[config.mk]
export PLATFORM = sky130hd
export DESIGN_NAME = input_conditioner
export DESIGN_NICKNAME = d
export VERILOG_FILES = /design/src/rtl/input_cond_pkg.sv /design/src/rtl/debounce_chan.sv /design/src/rtl/input_conditioner.sv
export SDC_FILE = /design/constraint.sdc
export NUM_CORES = 1
export LEC_CHECK = 0
export CORE_ASPECT_RATIO = 1.5
export CORE_MARGIN = 1
export CORE_UTILIZATION = 55
export CTS_CLUSTER_SIZE = 25
export DETAILED_ROUTE_END_ITERATION = 8
export PLACE_DENSITY = 0.76
export REMOVE_ABC_BUFFERS = 1
export SLEW_MARGIN = 10
export SYNTH_ARGS = -nofsm -noshare
export SYNTH_HDL_FRONTEND = slang
export SYNTH_SLANG_ARGS = --single-unit
[constraint.sdc]
create_clock -name clk -period 3.5 [get_ports clk]
set_input_delay 0.525 -clock clk [delete_from_list [all_inputs] [get_ports clk]]
set_output_delay 0.525 -clock clk [all_outputs]
set_load 0.005 [all_outputs]
[src/rtl/input_cond_pkg.sv]
// input_cond_pkg: shared defaults and channel indices for input_conditioner.
package input_cond_pkg;

    localparam int unsigned IC_NUM_IN_DEF      = 5;
    localparam int unsigned IC_SYNC_STAGES_DEF = 2;
    // 10 ms at 100 MHz
    localparam int unsigned IC_DB_CYCLES_DEF   = 1_000_000;

    // Channel positions at integration: {INT2, INT1, DIP_SW[1:0], USER_BTN}
    localparam int unsigned CH_BTN  = 0;
    localparam int unsigned CH_DIP0 = 1;
    localparam int unsigned CH_DIP1 = 2;
    localparam int unsigned CH_INT1 = 3;
    localparam int unsigned CH_INT2 = 4;

    // Per-channel debounce state, derived from synchronised level vs dout
    typedef enum logic {
        CH_STABLE  = 1'b0,
        CH_PENDING = 1'b1
    } chan_state_e;

    // Counter width; a single-cycle debounce still needs one bit to exist
    function automatic int unsigned cnt_width(input int unsigned db_cycles);
        return (db_cycles > 1) ? $clog2(db_cycles) : 1;
    endfunction

endpackage

[src/rtl/debounce_chan.sv]
// debounce_chan: one input channel -- synchroniser chain, stability counter,
// registered debounced level and one-cycle rise/fall pulses.
module debounce_chan
    import input_cond_pkg::*;
#(
    parameter int unsigned SYNC_STAGES = IC_SYNC_STAGES_DEF,
    parameter int unsigned DB_CYCLES   = IC_DB_CYCLES_DEF,
    parameter logic        RESET_VAL   = 1'b1
) (
    input  logic clk,
    input  logic reset,
    input  logic din,
    output logic dout,
    output logic rise,
    output logic fall
);

    localparam int unsigned CNT_W = cnt_width(DB_CYCLES);
    localparam logic [CNT_W-1:0] CNT_LAST = CNT_W'(DB_CYCLES - 1);

    logic [SYNC_STAGES-1:0] sync;
    logic                   s;
    logic [CNT_W-1:0]       cnt;
    logic [CNT_W-1:0]       cnt_next;
    logic                   dout_next;
    logic                   rise_next;
    logic                   fall_next;
    chan_state_e            state;

    assign s = sync[SYNC_STAGES-1];

    // Synchroniser chain shifting the raw pin towards s
    always_ff @(posedge clk or posedge reset) begin
        if (reset) begin
            sync <= {SYNC_STAGES{RESET_VAL}};
        end else begin
            sync <= {sync[SYNC_STAGES-2:0], din};
        end
    end

    // Derive channel state: pending whenever the synchronised level disagrees
    always_comb begin
        state = (s == dout) ? CH_STABLE : CH_PENDING;
    end

    // Next counter/level/pulse values from the derived state
    always_comb begin
        cnt_next  = '0;
        dout_next = dout;
        rise_next = 1'b0;
        fall_next = 1'b0;
        if (state == CH_PENDING) begin
            if (cnt == CNT_LAST) begin
                dout_next = s;
                rise_next = s;
                fall_next = ~s;
            end else begin
                cnt_next = cnt + CNT_W'(1);
            end
        end
    end

    // Register counter, debounced level and edge pulses
    always_ff @(posedge clk or posedge reset) begin
        if (reset) begin
            cnt  <= '0;
            dout <= RESET_VAL;
            rise <= 1'b0;
            fall <= 1'b0;
        end else begin
            cnt  <= cnt_next;
            dout <= dout_next;
            rise <= rise_next;
            fall <= fall_next;
        end
    end

endmodule

[src/rtl/input_conditioner.sv]
// input_conditioner: synchronises and debounces NUM_IN slow asynchronous
// inputs. Define INPUT_COND_EDGE_IRQ_EN to add sticky edge capture
// (edge_cap, irq_clear, irq).
module input_conditioner
    import input_cond_pkg::*;
#(
    parameter int unsigned       NUM_IN      = IC_NUM_IN_DEF,
    parameter int unsigned       SYNC_STAGES = IC_SYNC_STAGES_DEF,
    parameter int unsigned       DB_CYCLES   = IC_DB_CYCLES_DEF,
    parameter logic [NUM_IN-1:0] RESET_VAL   = {NUM_IN{1'b1}}
`ifdef INPUT_COND_EDGE_IRQ_EN
   ,parameter logic [NUM_IN-1:0] CAP_MASK    = {NUM_IN{1'b1}}
`endif
) (
    input  logic              clk,
    input  logic              reset,
    input  logic [NUM_IN-1:0] din,
    output logic [NUM_IN-1:0] dout,
    output logic [NUM_IN-1:0] rise,
    output logic [NUM_IN-1:0] fall
`ifdef INPUT_COND_EDGE_IRQ_EN
   ,input  logic [NUM_IN-1:0] irq_clear,
    output logic [NUM_IN-1:0] edge_cap,
    output logic              irq
`endif
);

    for (genvar i = 0; i < NUM_IN; i++) begin : g_chan
        debounce_chan #(
            .SYNC_STAGES (SYNC_STAGES),
            .DB_CYCLES   (DB_CYCLES),
            .RESET_VAL   (RESET_VAL[i])
        ) u_chan (
            .clk   (clk),
            .reset (reset),
            .din   (din[i]),
            .dout  (dout[i]),
            .rise  (rise[i]),
            .fall  (fall[i])
        );
    end

`ifdef INPUT_COND_EDGE_IRQ_EN
    logic [NUM_IN-1:0] cap_next;

    // Sticky capture: clear first, then OR in new edges so a coincident edge wins
    always_comb begin
        cap_next = (edge_cap & ~irq_clear) | ((rise | fall) & CAP_MASK);
    end

    // irq registered from the next capture value so it rises with edge_cap
    always_ff @(posedge clk or posedge reset) begin
        if (reset) begin
            edge_cap <= '0;
            irq      <= 1'b0;
        end else begin
            edge_cap <= cap_next;
            irq      <= |cap_next;
        end
    end
`endif

endmodule

Word level (Yosys, flattened, before mapping)
Index checks and enable logic that the tools add are counted. W data, S select, Z words.

Reductions and logical operators: 5. Bitwise gates (word level): 10. $add $sub $neg: 5. Multiplexer cells: 30. Equality and inequality tests: 10.

Operators by type and width (count): $mux W20 (10); $add A20 B1 Y20 const B (5); $eq A20 B20 Y1 const B (5); $mux W1 (20); $not A1 Y1 (10); $reduce_and A2 Y1 (5); $eq A1 B1 Y1 (5).

Word-level logic and storage cells: 85. Register bits: 125. Input bits: 7.

Longest topological paths before layout
Depth in word-level cells: 3. Mapped depth: 7. Depth with buffers taken out: 5.

Hierarchy
From an unflattened synthesis, not the netlist that was laid out.

Cells, all modules: 555. Area total of the unflattened synthesis: 6143.4 um^2.

Modules (own cells, without submodules): debounce_chan (area each 1228.7 um^2, seq. area each 629.4 um^2, cells an instance 111, times used 5).

Worst setup path after synthesis
Ideal clock, no wire load.

Path kind: flip-flop to flip-flop. Start: register g_chan[1].u_chan.cnt[8]. End: register g_chan[1].u_chan.cnt[11]. Cell stages (with the launch flop): 6. Clock period less this slack: 2.058 ns. Arrival: 1.940 ns. Slack: 1.442 ns. Path through: dfrtp_1 > or4b_1 > or4_4 > o21ai_2 > buf_6 > nor2_1.

Longest elaborated chain between the ends: 3. Elaborated cells between the ends (all ways): 4.

RTL lines: start: declaration (line debounce_chan.sv:23) `logic [CNT_W-1:0] cnt;`; start signal: assignment (line debounce_chan.sv:71) `cnt <= cnt_next;`; $add A20 B1 Y20 / $eq A20 B20 Y1 (equally long branches) (line debounce_chan.sv:58, debounce_chan.sv:53); $mux W20 (*) (line debounce_chan.sv:53) `if (cnt == CNT_LAST) begin`; $mux W20 (*) (line debounce_chan.sv:52) `if (state == CH_PENDING) begin`; net g_chan[1].u_chan.cnt_next[11] (line debounce_chan.sv:24) `logic [CNT_W-1:0] cnt_next;`.

The timed path passes the listed nets; every way through them passes the cells marked *. A chain may end at the register's enable or synchronous reset.

Final worst setup path
Start: register g_chan[1].u_chan.cnt[8]. End: register g_chan[1].u_chan.cnt[15].

The elaborated chain is that of the path after synthesis.

==> impl_metrics.yaml <==
status:
  status: "complete, no violations"
grt:
  grt_pass1_wl_um: 19900
  track_usage_pct: 22.7
  grt_pass1_vias: 4471
  grt_max_degree: 55
  antenna_found_initial: 0
  grt_overflow: 0
layout:
  nFillCells: 869
  drive_above_1_share_pct: 11.4
  fin_nets: 623
  area_growth_pct: 15.0
  num_antenna_cells: 0
routing:
  drt_iter0_markers: 266
  routed_via_density: 5.76
  drtAntennaViolNets: 0
  vias: 4424
  drc: 0
  dr.pass1.iters: 4
  wl_per_cell_um: 14.9
  drt-total-wl_um: 11400
timing:
  fin_hold_ws_ps: 354
  finalHoldViolations: 0
  period_needed_ps: 2420
  fin_tns_setup_ps: 0
  max_slew_margin_pct: 48.4
  maxSlewViolCount: 0
  worstMarginPinSlew_ps: 773
  max_freq_mhz: 413
  rsz0062_at_grt: "no"
  finClkSkew_ps: 9.17
  setup_viol: 0
  post-route-period-util_pct: 69.2
setup_path:
  cp.required_ps: 3750
  critical_path_class: "reg -> reg"
  crit_path_start_kind: "register"
  crit_chain: "or4b_1 > or4_4 > o21ai_2 > nor2_1"
  path_buf_inv: 0
  endpoint_kind: "register"
  r2r-end: "g_chan[1].u_chan.cnt[15]"
  reg2reg_depth: 4
  rrSetupSlack_ps: 1080
  worst_path_dominant_cell_family: "simple AND/OR/NAND/NOR gates"
  cpMaxStageDelayCell: "o21ai_2"
  max_stage_delay_ps: 620
  critPathArrivalTime_ps: 2670
  timing.rr.start: "g_chan[1].u_chan.cnt[8]"
  cp_max_fo: 19
clock_network:
  numCtsBuffers: 17
  cts_hold_buf: 0
  root_buffer: "clkbuf_16"
  insertion_delay_ps: 410
  post_cts_resized: 0
  clk_pin_slew_ps: 60
  clock_sinks: 125
  post-cts-setup-buffers: 0
  cts_tree: "done"
  cts_max_path_buffers: 2
  htree_levels: 4
synth:
  ys.flop_type: "dfrtp_1"
  avgSynthCellArea_um2: 10.1
  synth.distinct_cells: 43
  syn_inst: 593
  yosysWarningCount: 0
  ys_seq_area_share_pct: 52.7
  synthesis.area_um2: 5970
  synth_edf_count: 0
  synth_seq_cells: 125
  async_reset_ff_share_pct: 100
power_and_ir_drop:
  seqPwrFrac_pct: 44.1
  leakagePower_nw: 2.68
  finalPower_w: 0.00338
  power_switching_share_pct: 19.7
  ir_worst_vdd_mv: 0.351
  p_clk_share_pct: 53.2
  internal_power_w: 0.00271
  p_comb_share_pct: 2.6
  p_switching_w: 0.000668
  powerDensity_nw_per_um2: 492
floorplan:
  dieHeight_um: 130
  core_area_um2: 10600
  initial_core_util_pct: 56.4
  floorplan.die_area_um2: 11300
  rows: 46
  die_x_um: 87.1
  num_io_pins: 22
worst_hold_path:
  worstHoldPathType: "reg -> reg"
  hold_path_depth: 0
  hold_path_end: "g_chan[1].u_chan.sync[1]"
  hp-start: "g_chan[1].u_chan.sync[0]"
placement:
  dp.final_hpwl_um: 7550
  gp_congestion: 0.836
  io_buffers: 21
job:
  maxCapViolCount: 0
-- power groups by stage --
| stage | clock [W] | sequential (W) | combinational (W) |
|---|---|---|---|
| 2_1_floorplan | 0 | 0.00151 | 0.0000565 |
| 3_3_place_gp | 0 | 0.00151 | 0.0000874 |
| 3_5_place_dp | 0 | 0.00152 | 0.0000909 |
| 4_1_cts | 0.00183 | 0.00149 | 0.0000913 |
| 5_1_grt | 0.00189 | 0.00149 | 0.000103 |
| 6_report | 0.00180 | 0.00149 | 0.0000884 |
-- final cells by class --
type	instances	area, um2	share of cell area [%]
clock buffers	26	509	7.41
multi-input cells	420	2580	37.5
well taps	144	180	2.62
repair buffers	27	268	3.90
inverters	20	77.6	1.13
flip-flops and latches	125	3150	45.8
clock inverters	6	108	1.57
-- worst register-to-register path: stages (launching register included) --
cell and delay [ps]:
dfrtp_1 420, or4b_1 550, or4_4 550, o21ai_2 620, nor2_1 130
-- synth_stat cells (2+ instances only) --
master,n,share of area [%]
ha_1,5,1.0
clkbuf_1,9,0.57
dfrtp_1,110,46
buf_4,15,1.9
nor2_1,73,4.6
and3_1,11,1.2
dfstp_2,15,6.6
o31ai_1,12,1.5
o31ai_2,3,0.63
and2_1,5,0.52
xor2_1,23,3.4
xnor2_1,42,6.2
or4_1,16,2.0
inv_1,20,1.3
and3_2,2,0.25
or3_1,24,2.5
nor3b_1,10,1.3
or2_2,5,0.52
nor4_1,16,1.7
nand3_1,39,3.3
mux2_2,4,0.75
nand2_1,30,1.9
nand4_1,23,2.4
a21oi_1,30,2.5
nor4bb_1,2,0.34
o21ai_0,15,1.3
and4_1,2,0.29
a31o_2,3,0.44
nor3_1,13,1.1
buf_2,3,0.25
-- registers in the layout (all words and copies together) (netlist names) --
| signal | cells |
|---|---|
| g_chan.u_chan.fall | 5 |
| g_chan.u_chan.cnt | 100 |
| g_chan.u_chan.dout | 5 |
| g_chan.u_chan.sync | 10 |
| g_chan.u_chan.rise | 5 |
-- layout by cell type, fill, tap and decap left out, types with 2 or more instances in the layout --
cell             netlist  layout
buf_4                 15       5
mux2_2                 4       4
bufinv_16              0       3
ha_1                   5       5
nor3b_1               10      10
xor2_1                23      23
dfstp_2               15      15
o31ai_1               12      12
nor4_1                16      16
clkdlybuf4s50_1        0      21
clkbuf_16              0      17
nand4_1               23      23
or4_1                 16      16
dfrtp_1              110     110
clkinv_2               0       2
and2_1                 5       5
a31o_2                 3       3
nor4bb_1               2       2
clkbuf_1               9       4
nand3_1               39      39
nand2_1               30      30
and3_1                11      11
clkbuf_8               0       5
nor2_1                73      73
inv_1                 20      19
and3_2                 2       2
nor3_1                13      13
and4_1                 2       2
a21oi_1               30      30
or2_2                  5       5
xnor2_1               42      42
o21ai_0               15      15
o31ai_2                3       3
or3_1                 24      24
-- routing by layer --
metal  share of wire, %  track usage [%]  wire length (um)  vias up
li1                   -                -                 -     2128
met1                 42             25.9              4750     2213
met2                 54             40.2              6200       72
met3                3.1             7.13               351       11
met4                1.0             7.23               116        0
met5                  0                0                 0        -
-- through the flow --
step | cells | instance area [um2] | utilization (%) | setup slack (ps)
global route | 768 | 6870 | 64.9 | 972
CTS | 768 | 6870 | 64.9 | 1100
floorplan | 565 | 5800 | - | -328
detailed placement | 736 | 6250 | 59.0 | 1130
finish | 768 | 6870 | 64.9 | 1080
global placement | 736 | 6250 | 59.0 | 1200
-- kinds of logic after synthesis --
kind of cell,after synthesis,share of synthesized area (%)
multiplexers,5,1.01
AND/OR/NAND/NOR,280,25.0
buffers and inverters,48,4.15
XOR/XNOR,65,9.53
adder cells (fa/ha/maj),5,1.05
flip-flops,125,52.7
AO/OA/AOI/OAI,65,6.58
-- how the worst max path moves through the flow --
stage / startpoint / endpoint / slack (ps) / cells past startpoint
2_1_floorplan: reset / g_chan[0].u_chan.cnt[0] / -330 / 1
3_3_place_gp: g_chan[1].u_chan.cnt[8] / g_chan[1].u_chan.cnt[9] / 1200 / 4
3_5_place_dp: g_chan[1].u_chan.cnt[8] / g_chan[1].u_chan.cnt[15] / 1130 / 4
4_1_cts: g_chan[1].u_chan.cnt[8] / g_chan[1].u_chan.cnt[15] / 1100 / 4
5_1_grt: g_chan[1].u_chan.cnt[8] / g_chan[1].u_chan.cnt[5] / 970 / 4
6_report: g_chan[1].u_chan.cnt[8] / g_chan[1].u_chan.cnt[15] / 1080 / 4
(Power assumes the default switching activity.)
